[config.mk]
export PLATFORM = sky130hd
export DESIGN_NAME = word_bloom_filter_flat
export DESIGN_NICKNAME = d
export VERILOG_FILES = /design/src/rtl/word_bloom_filter_pkg.sv /design/src/rtl/word_bloom_filter_if.sv /design/src/rtl/word_bloom_filter_hash.sv /design/src/rtl/word_bloom_filter.sv /design/src/flat_wrapper.sv
export SDC_FILE = /design/constraint.sdc
export NUM_CORES = 1
export LEC_CHECK = 0
export ABC_AREA = 1
export ABC_CLOCK_PERIOD_IN_PS = 12500
export CELL_PAD_IN_SITES_DETAIL_PLACEMENT = 1
export CELL_PAD_IN_SITES_GLOBAL_PLACEMENT = 1
export CORE_ASPECT_RATIO = 1.75
export CORE_MARGIN = 8
export CORE_UTILIZATION = 30
export CTS_CLUSTER_SIZE = 8
export DETAILED_ROUTE_END_ITERATION = 8
export PLACE_DENSITY_LB_ADDON = 0.1
export SLEW_MARGIN = 20
export SYNTH_ARGS = -nofsm -noshare
export SYNTH_HDL_FRONTEND = slang
export SYNTH_SLANG_ARGS = --single-unit
[constraint.sdc]
create_clock -name clk -period 12.5 [get_ports clk]
set_clock_uncertainty 0.1 [all_clocks]
set_input_delay 3.125 -clock clk [delete_from_list [all_inputs] [get_ports clk]]
set_output_delay 3.125 -clock clk [all_outputs]
set_load 0.1 [all_outputs]
[src/rtl/word_bloom_filter_pkg.sv]
// Shared encodings and default parameters for the word Bloom filter.
// Default hash coefficients target 5-letter, 5-bit-per-letter words.
package word_bloom_filter_pkg;

  localparam int unsigned LettersDef = 5;
  localparam int unsigned LetterWDef = 5;
  localparam int unsigned MDef       = 8;
  localparam int unsigned NumHashDef = 2;
  localparam int unsigned CntWDef    = 8;

  // Row k occupies bits [k*40 +: 40]; letter j's coefficient sits at [j*8 +: 8] within the row.
  localparam logic [NumHashDef*LettersDef*MDef-1:0] HashCoeffsDef =
      80'hba_1c_d0_f3_7f_23_d8_ae_48_24;

  typedef enum logic [1:0] {
    OpQuery  = 2'b00,
    OpInsert = 2'b01,
    OpClear  = 2'b10,
    OpRsvd   = 2'b11
  } op_e;

  typedef enum logic [1:0] {
    StIdle,
    StHash,
    StClear,
    StResp
  } state_e;

endpackage

[src/rtl/word_bloom_filter_if.sv]
// Request/response handshake bundle between a requester and the Bloom filter.
interface word_bloom_filter_if #(
  parameter int unsigned WordW = 25
) ();

  logic             req_valid;
  logic             req_ready;
  logic [1:0]       req_op;
  logic [WordW-1:0] req_word;
  logic             rsp_valid;
  logic             rsp_ready;
  logic             rsp_hit;
  logic             rsp_err;

  modport master (
    output req_valid, req_op, req_word, rsp_ready,
    input  req_ready, rsp_valid, rsp_hit, rsp_err
  );

  modport slave (
    input  req_valid, req_op, req_word, rsp_ready,
    output req_ready, rsp_valid, rsp_hit, rsp_err
  );

endinterface

[src/rtl/word_bloom_filter_hash.sv]
// Combinational multiply-accumulate of one coefficient row with a word's letters, modulo 2**M.
module word_bloom_filter_hash #(
  parameter int unsigned Letters = 5,
  parameter int unsigned LetterW = 5,
  parameter int unsigned M       = 8
) (
  input  logic [Letters*M-1:0]       coeffs_i,
  input  logic [Letters*LetterW-1:0] word_i,
  output logic [M-1:0]               hash_o
);

  logic [M-1:0] acc;
  logic [M-1:0] letter_m;

  always_comb begin
    acc      = '0;
    letter_m = '0;
    for (int j = 0; j < Letters; j++) begin
      letter_m = M'(word_i[j*LetterW +: LetterW]);
      // Everything is M bits wide, so products and sums wrap mod 2**M.
      acc = acc + coeffs_i[j*M +: M] * letter_m;
    end
  end

  assign hash_o = acc;

endmodule

[src/rtl/word_bloom_filter.sv]
// Sequential Bloom filter: one hash per cycle, early-out on query miss, insert and clear ops.
module word_bloom_filter
  import word_bloom_filter_pkg::*;
#(
  parameter int unsigned                          Letters    = LettersDef,
  parameter int unsigned                          LetterW    = LetterWDef,
  parameter int unsigned                          M          = MDef,
  parameter int unsigned                          NumHash    = NumHashDef,
  parameter logic [NumHash*Letters*M-1:0]         HashCoeffs = HashCoeffsDef,
  parameter logic [(2**M)-1:0]                    InitFilter = '0,
  parameter int unsigned                          CntW       = CntWDef
) (
  input  logic                  clk,
  input  logic                  rst_n,
  word_bloom_filter_if.slave    bus,
  output logic [CntW-1:0]       insert_count_o
);

  localparam int unsigned WordW = Letters * LetterW;
  localparam int unsigned RowW  = Letters * M;
  localparam int unsigned KW    = (NumHash > 1) ? $clog2(NumHash) : 1;
  localparam int unsigned FiltN = 2 ** M;

  state_e            state_q;
  op_e               op_q;
  logic [WordW-1:0]  word_q;
  logic [KW-1:0]     k_q;
  logic [FiltN-1:0]  filter_q;
  logic              changed_q;
  logic              req_ready_q;
  logic              rsp_valid_q;
  logic              rsp_hit_q;
  logic              rsp_err_q;
  logic [CntW-1:0]   cnt_q;

  logic [RowW-1:0]   row;
  logic [M-1:0]      idx;
  logic              bit_set;
  logic              last_k;
  logic              cnt_sat;

  always_comb begin
    row = '0;
    for (int k = 0; k < NumHash; k++) begin
      if (k_q == KW'(k)) row = HashCoeffs[k*RowW +: RowW];
    end
  end

  word_bloom_filter_hash #(
    .Letters (Letters),
    .LetterW (LetterW),
    .M       (M)
  ) u_hash (
    .coeffs_i (row),
    .word_i   (word_q),
    .hash_o   (idx)
  );

  assign bit_set = filter_q[idx];
  assign last_k  = (k_q == KW'(NumHash - 1));
  assign cnt_sat = &cnt_q;

  always_ff @(posedge clk or negedge rst_n) begin
    if (!rst_n) begin
      state_q     <= StIdle;
      op_q        <= OpQuery;
      word_q      <= '0;
      k_q         <= '0;
      filter_q    <= InitFilter;
      changed_q   <= 1'b0;
      req_ready_q <= 1'b1;
      rsp_valid_q <= 1'b0;
      rsp_hit_q   <= 1'b0;
      rsp_err_q   <= 1'b0;
      cnt_q       <= '0;
    end else begin
      unique case (state_q)
        StIdle: begin
          if (bus.req_valid && req_ready_q) begin
            word_q      <= bus.req_word;
            op_q        <= op_e'(bus.req_op);
            k_q         <= '0;
            changed_q   <= 1'b0;
            req_ready_q <= 1'b0;
            unique case (op_e'(bus.req_op))
              OpQuery, OpInsert: state_q <= StHash;
              OpClear:           state_q <= StClear;
              default: begin
                state_q     <= StResp;
                rsp_valid_q <= 1'b1;
                rsp_hit_q   <= 1'b0;
                rsp_err_q   <= 1'b1;
              end
            endcase
          end
        end

        StHash: begin
          if (op_q == OpQuery) begin
            if (!bit_set || last_k) begin
              state_q     <= StResp;
              rsp_valid_q <= 1'b1;
              rsp_hit_q   <= bit_set;
              rsp_err_q   <= 1'b0;
            end else begin
              k_q <= k_q + 1'b1;
            end
          end else begin
            // Later visits of a duplicate index see the bit this word already set.
            filter_q[idx] <= 1'b1;
            if (last_k) begin
              state_q     <= StResp;
              rsp_valid_q <= 1'b1;
              rsp_hit_q   <= !(changed_q || !bit_set);
              rsp_err_q   <= 1'b0;
              if ((changed_q || !bit_set) && !cnt_sat) cnt_q <= cnt_q + 1'b1;
            end else begin
              k_q       <= k_q + 1'b1;
              changed_q <= changed_q || !bit_set;
            end
          end
        end

        StClear: begin
          filter_q    <= '0;
          cnt_q       <= '0;
          state_q     <= StResp;
          rsp_valid_q <= 1'b1;
          rsp_hit_q   <= 1'b0;
          rsp_err_q   <= 1'b0;
        end

        StResp: begin
          if (bus.rsp_ready) begin
            state_q     <= StIdle;
            req_ready_q <= 1'b1;
            rsp_valid_q <= 1'b0;
            rsp_hit_q   <= 1'b0;
            rsp_err_q   <= 1'b0;
          end
        end

        default: state_q <= StIdle;
      endcase
    end
  end

  assign bus.req_ready  = req_ready_q;
  assign bus.rsp_valid  = rsp_valid_q;
  assign bus.rsp_hit    = rsp_hit_q;
  assign bus.rsp_err    = rsp_err_q;
  assign insert_count_o = cnt_q;

endmodule

[src/flat_wrapper.sv]
// flat-port wrapper written by rule: the top's interface ports become plain ports
module word_bloom_filter_flat import word_bloom_filter_pkg::*;
#(
  parameter int unsigned                          Letters    = LettersDef,
  parameter int unsigned                          LetterW    = LetterWDef,
  parameter int unsigned                          M          = MDef,
  parameter int unsigned                          NumHash    = NumHashDef,
  parameter logic [NumHash*Letters*M-1:0]         HashCoeffs = HashCoeffsDef,
  parameter logic [(2**M)-1:0]                    InitFilter = '0,
  parameter int unsigned                          CntW       = CntWDef
)
  (clk, rst_n, insert_count_o, bus_req_valid, bus_req_op, bus_req_word, bus_rsp_ready, bus_req_ready, bus_rsp_valid, bus_rsp_hit, bus_rsp_err);
  word_bloom_filter_if #(.WordW(25)) bus_i ();
  input  logic clk;
  input  logic rst_n;
  output logic [CntW-1:0] insert_count_o;
  input wire logic [$bits(bus_i.req_valid)-1:0] bus_req_valid;
  input wire logic [$bits(bus_i.req_op)-1:0] bus_req_op;
  input wire logic [$bits(bus_i.req_word)-1:0] bus_req_word;
  input wire logic [$bits(bus_i.rsp_ready)-1:0] bus_rsp_ready;
  output wire logic [$bits(bus_i.req_ready)-1:0] bus_req_ready;
  output wire logic [$bits(bus_i.rsp_valid)-1:0] bus_rsp_valid;
  output wire logic [$bits(bus_i.rsp_hit)-1:0] bus_rsp_hit;
  output wire logic [$bits(bus_i.rsp_err)-1:0] bus_rsp_err;
  assign bus_i.req_valid = bus_req_valid;
  assign bus_i.req_op = bus_req_op;
  assign bus_i.req_word = bus_req_word;
  assign bus_i.rsp_ready = bus_rsp_ready;
  assign bus_req_ready = bus_i.req_ready;
  assign bus_rsp_valid = bus_i.rsp_valid;
  assign bus_rsp_hit = bus_i.rsp_hit;
  assign bus_rsp_err = bus_i.rsp_err;
  word_bloom_filter #(.Letters(Letters), .LetterW(LetterW), .M(M), .NumHash(NumHash), .HashCoeffs(HashCoeffs), .InitFilter(InitFilter), .CntW(CntW)) u_core (.clk(clk), .rst_n(rst_n), .bus(bus_i), .insert_count_o(insert_count_o));
endmodule
## After elaboration in Yosys (flattened, before gate mapping)

Index checks and enable logic that the tools add are counted.

- Output and inout bits: 12
- Input bits: 31
- Word-level logic and storage cells: 110
- Flip-flop bits (word level): 299

- Magnitude comparators: 2
- Muxes and demuxes: 45
- Add/sub/neg operators: 6
- $mul: 5
- Bitwise gates (word level): 1
- Equal/unequal tests: 15
- Reduce and logical (&&, ||, !) cells: 25

Operators with widths:

| kind | number |
|---|---|
| $pmux W256 S2 | 1 |
| $mux W256 | 1 |
| $or A256 B256 Y256 | 1 |
| $mul A8 B5 Y8 | 5 |
| $mux W40 | 1 |
| $add A8 B8 Y8 | 4 |
| $mux W8 | 3 |
| $mux W1 | 23 |
| $pmux W8 S2 | 1 |
| $pmux W1 S4 | 3 |
| $reduce_and A4 Y1 | 3 |
| $mux W2 | 5 |
| $lt A8 B9 Y1 const B | 1 |
| $add A8 B1 Y8 const B | 1 |
| $bmux W1 S8 | 1 |
| $demux W1 S8 | 1 |
| $ge A8 B1 Y1 const B | 1 |
| $ne A2 B2 Y1 const B | 4 |
| $pmux W2 S4 | 1 |
| $reduce_and A8 Y1 | 1 |
| $eq A2 B2 Y1 const B | 3 |
| $logic_not A2 Y1 | 3 |
| $ne A2 B1 Y1 const B | 3 |
| $ne A3 B3 Y1 const B | 2 |
| 14 further kinds | 26 |

## Depth between registers and ports, before layout

- Word-level depth: 15
- Gate-level depth with buffers: 39
- Depth with buffers taken out: 37

## Hierarchy

Synthesis repeated with hierarchy kept, for this count alone.

- Cell total of the unflattened synthesis: 2548
- Area total of the unflattened synthesis: 18646.6 um^2

Modules (own cells, without submodules):

| module | instances | area an instance (um^2) | sequential area each (um^2) | cells an instance |
|---|---|---|---|---|
| word_bloom_filter | 1 | 14229.9 | 7483.4 | 1914 |
| word_bloom_filter_hash | 1 | 4416.7 | 0.0 | 634 |

## Worst setup path after synthesis

OpenSTA, ideal clock, no wires.

- Path type: reg-to-reg
- From: register u_core.k_q
- To: register u_core.cnt_q[3], in the netlist u_core.insert_count_o[3]
- Library setup time: 0.067 ns
- Data required time: 12.333 ns
- Arrival: 6.705 ns
- Setup slack: 5.628 ns
- Cell stages (with the launch flop): 29
- Cells stage by stage: dfrtp_1 -> buf_6 -> buf_6 -> clkbuf_1 -> buf_1 -> nor2_1 -> fa_1 -> inv_1 -> fa_1 -> fa_1 -> fa_1 -> fa_1 -> fa_1 -> fa_1 -> inv_1 -> ha_1 -> a21oi_1 -> o21ai_1 -> xnor2_2 -> inv_2 -> nand2_1 -> nand2_1 -> nand3_1 -> nand3_1 -> nand3_1 -> nand2_2 -> nand2_2 -> nand2_1 -> nand2_1

- Longest elaborated chain between the ends: 13
- Elaborated cells on any way between the ends: 18

Ends and longest elaborated chain:

| what | line | source |
|---|---|---|
| start: declaration | word_bloom_filter.sv:27 | `logic [KW-1:0] k_q;` |
| start signal: assignment | word_bloom_filter.sv:106 | `k_q <= k_q + 1'b1;` |
| start signal: assignment | word_bloom_filter.sv:118 | `k_q <= k_q + 1'b1;` |
| $mux W40 | word_bloom_filter.sv:45 | `if (k_q == KW'(k)) row = HashCoeffs[k*RowW +: RowW];` |
| $mul A8 B5 Y8 | word_bloom_filter_hash.sv:21 | `acc = acc + coeffs_i[j*M +: M] * letter_m;` |
| $add A8 B8 Y8 (4 in series) | word_bloom_filter_hash.sv:21 |  |
| $bmux W1 S8 | word_bloom_filter.sv:59 | `assign bit_set = filter_q[idx];` |
| $mux W1 (not written as such) | word_bloom_filter.sv:59 |  |
| $logic_not A1 Y1 | word_bloom_filter.sv:116 | `if ((changed_q \|\| !bit_set) && !cnt_sat) cnt_q <= cnt_q + 1'b1;` |
| $logic_or A1 B1 Y1 | word_bloom_filter.sv:116 |  |
| $logic_and A1 B1 Y1 | word_bloom_filter.sv:116 |  |
| $ne A2 B1 Y1 (no source line) | -- |  |
| $reduce_and A4 Y1 (no source line) (*) | -- |  |
| end signal: assignment | word_bloom_filter.sv:116 |  |
| end: declaration | word_bloom_filter.sv:34 | `logic [CntW-1:0] cnt_q;` |

Mark *: on every way between the ends. The rest lies on a longest branch, timed or not. The select of a mux whose other input is x is not followed.
A chain may end at the register's enable or synchronous reset.

## Worst setup path after layout

- From: register u_core.k_q
- To: register u_core.cnt_q[0], in the netlist u_core.insert_count_o[0]

The elaborated chain is that of the path after synthesis.

==> results.yml <==
yosys:
  synth_seq_cells: 299
  synth_top_area_share_pct: 40.6
  synth_warnings: 0
  netlist_area_mm2: 0.0184
  postSynthCellCount: 2451
  yosys.area.top_type: "dfrtp_1"
  ys_types: 41
  syn_avg_cell_area_um2: 7.50
  synth_area_leaders: "dfrtp_1, nand2_1, inv_1"
  synth_edf_count: 0
  synth_ff_type: "dfrtp_1"
  async_flop_share_pct: 100
  yosysSeqAreaShare_pct: 40.7
clock_tree:
  cts_sinks: 299
  post_cts_resized: 0
  clockBufferDepth: 3
  cts-hold-fix-buffers: 0
  cts_tree: "done"
  clkSlewWorstSetupHoldPaths_ns: 0.06
  clock-root-buffer: "clkbuf_16"
  cts_buffers: 43
  clkLatencyLatePin_ns: 0.55
  post_cts.repair.setup_buffers: 0
  htreeDepth: 2
placement:
  io_buffers: 42
  dp_hpwl_um: 41200
  dp_cells: 3189
  gp_congestion: 0.785
timing:
  fin_setup_tns_ns: 0
  setup_violations: 0
  worst_pin_slew_ns: 1.05
  finalCritPeriodShare_pct: 61.0
  slew-limit-headroom_pct: 30.0
  fmax_mhz: 131
  slew_viol_final: 0
  min_period_ns: 7.62
  hold_viol_final: 0
  rsz0062_at_grt: "false"
cells_and_area:
  fin_nets: 2584
  final_cells: 3246
  drive_gt1_share_pct: 7.91
  diodes: 0
  fin_util_pct: 34.0
  fillerInstances: 7513
  area_growth_pct: 12.8
grt:
  grtUsageMet3_pct: 1.83
  grt_overflow: 0
  antenna_found_initial: 0
  grt_first_pass_wirelength_um: 99900
  grt_pass1_vias: 16700
  met1_usage_pct: 20.9
  gr-max-usage-layer: "met2"
  use_met2_pct: 35.1
  grt.total_usage_pct: 18.7
  grt_max_degree: 186
floorplan:
  ios: 43
  core_area_mm2: 0.0610
  dieArea_mm2: 0.0698
  initial_core_util_pct: 30.2
  rows: 120
  die_height_um: 343
  die_x_um: 203
run:
  cap_violations: 0
detailed_routing:
  wire_per_inst_um: 19.7
  drt-vias-per-instance: 4.74
  drt.antenna.violating_nets: 0
  dr.pass1.iters: 5
  vias: 15400
  wirelength_um: 64000
  drt_iter0_drc: 713
  drc_errors: 0
pwr:
  finalPower_mw: 2.18
  p_leak_nw: 10.6
  powerDensity_mw_per_mm2: 105
  peakVddDrop_mv: 0.0804
setup_path:
  crit_buf_inv: 6
  r2r_setup_slack_ns: 4.88
  cp_slowest_stage_delay_ns: 0.63
  crit_path_end_kind: "register"
  worstPathMaxFanout: 39
  cp.arrival_ns: 7.96
  slowest_stage: "fa_1"
  crit_top_cell: "nand2_1"
  cp.required_ns: 12.83
  crit_family: "adder cells"
  crit_type: "reg -> reg"
  cp-start-kind: "register"
min_path:
  hold_class: "reg -> reg"
outcome:
  outcome: "completed"
[flip-flops by register name, summed over array words and instances, names as in the netlist]
| name | flops |
|---|---|
| u_core.op_q | 2 |
| u_core.word_q | 25 |
| u_core.bus.req_ready | 1 |
| u_core.k_q | 1 |
| u_core.filter_q | 256 |
| u_core.insert_count_o | 8 |
| u_core.bus.rsp_err | 1 |
| u_core.bus.rsp_hit | 1 |
| u_core.changed_q | 1 |
| u_core.bus.rsp_valid | 1 |
| u_core.state_q | 2 |
[metal layers]
layer  up-vias  wire length (µm)
met1      7693             25300
met5         -                 0
met2       195             34400
met4         0              2960
li1       7374                 -
met3       115              1360
[cell families (layout without fill, tap and decap cells)]
kind of cell / count (synthesis) / after routing / synth area share [%]
simple gates: 1133 / 1133 / 25.7
buf+inv: 543 / 543 / 11.9
mux: 11 / 11 / 0.674
compound gates: 332 / 332 / 9.92
fa+ha+maj: 111 / 111 / 9.92
xor+xnor: 21 / 21 / 1.08
flops: 299 / 299 / 40.7
other cells: 1 / 3 / 0.0204
[worst paths after layout]
check	end	depth (start not counted)	start
max reg2reg	u_core.insert_count_o[0]$_DFFE_PN0P_	31	u_core.k_q$_DFFE_PN0P_
max	u_core.insert_count_o[0]$_DFFE_PN0P_	31	u_core.k_q$_DFFE_PN0P_
min in group asynchronous	u_core.filter_q[153]$_DFFE_PN0P_	1	rst_n
min reg2reg	u_core.bus.rsp_valid$_DFFE_PN0P_	2	u_core.bus.rsp_valid$_DFFE_PN0P_
min	u_core.bus.rsp_valid$_DFFE_PN0P_	2	u_core.bus.rsp_valid$_DFFE_PN0P_
max in group asynchronous	u_core.k_q$_DFFE_PN0P_	2	rst_n
[area by class of cell]
type	count	area [µm²]	share of cell area [%]
Sequential cell	299	7480	36.1
Tap cell	793	992	4.79
Timing Repair Buffer	58	591	2.85
Clock buffer	56	1190	5.73
Inverter	429	1620	7.79
Multi-Input combinational cell	1611	8860	42.7
[cells in the final DEF (no fill, tap or decap), drive strengths merged, types with 45 or more instances in the layout]
cell type and count:
fa 58, inv 428, o21ai 45, nor2 185
nand2 846, nand3 73, dfrtp 298, clkbuf 56
a21oi 283, ha 53
[worst reg2reg max path: cells and delay by family (launching register included)]
family | cells | cell delay, ns
adders and majority gates | 8 | 3.53
buffers and inverters | 6 | 1.29
and+or+nand+nor | 17 | 2.15
DFF | 1 | 0.44
[metrics by stage]
| step | setup WS [ns] | area, µm² | hold slack (ns) |
|---|---|---|---|
| 6_report | 4.88 | 20700 | 0.408 |
| 5_1_grt | 4.27 | 20700 | 0.421 |
| 4_1_cts | 4.80 | 20700 | 0.412 |
| 3_5_place_dp | 4.81 | 19500 | 0.399 |
| 3_3_place_gp | 5.02 | 19500 | 0.389 |
| 2_1_floorplan | 5.63 | 18400 | 0.380 |
[synth_stat cells (9+ instances only)]
library cell  number
nand2_1          827
dfrtp_1          298
o21ai_0           39
nand3_1           71
mux2_2            11
ha_1              53
inv_1            419
clkbuf_1          57
a21oi_1          243
nand4_1           21
a21oi_2           40
nor2_1           166
buf_6             10
buf_4              9
fa_1              58
buf_2             36
xor2_1            12
nand2_2           12
nor2_4             9
[where the power goes]
group	total, mW	internal [mW]	switching, mW
Clock	1.09	0.650	0.441
Sequential	0.969	0.969	0
Combinational	0.122	0.0284	0.0936
Total	2.18	1.65	0.534
Power figures use the tool's default switching activity.
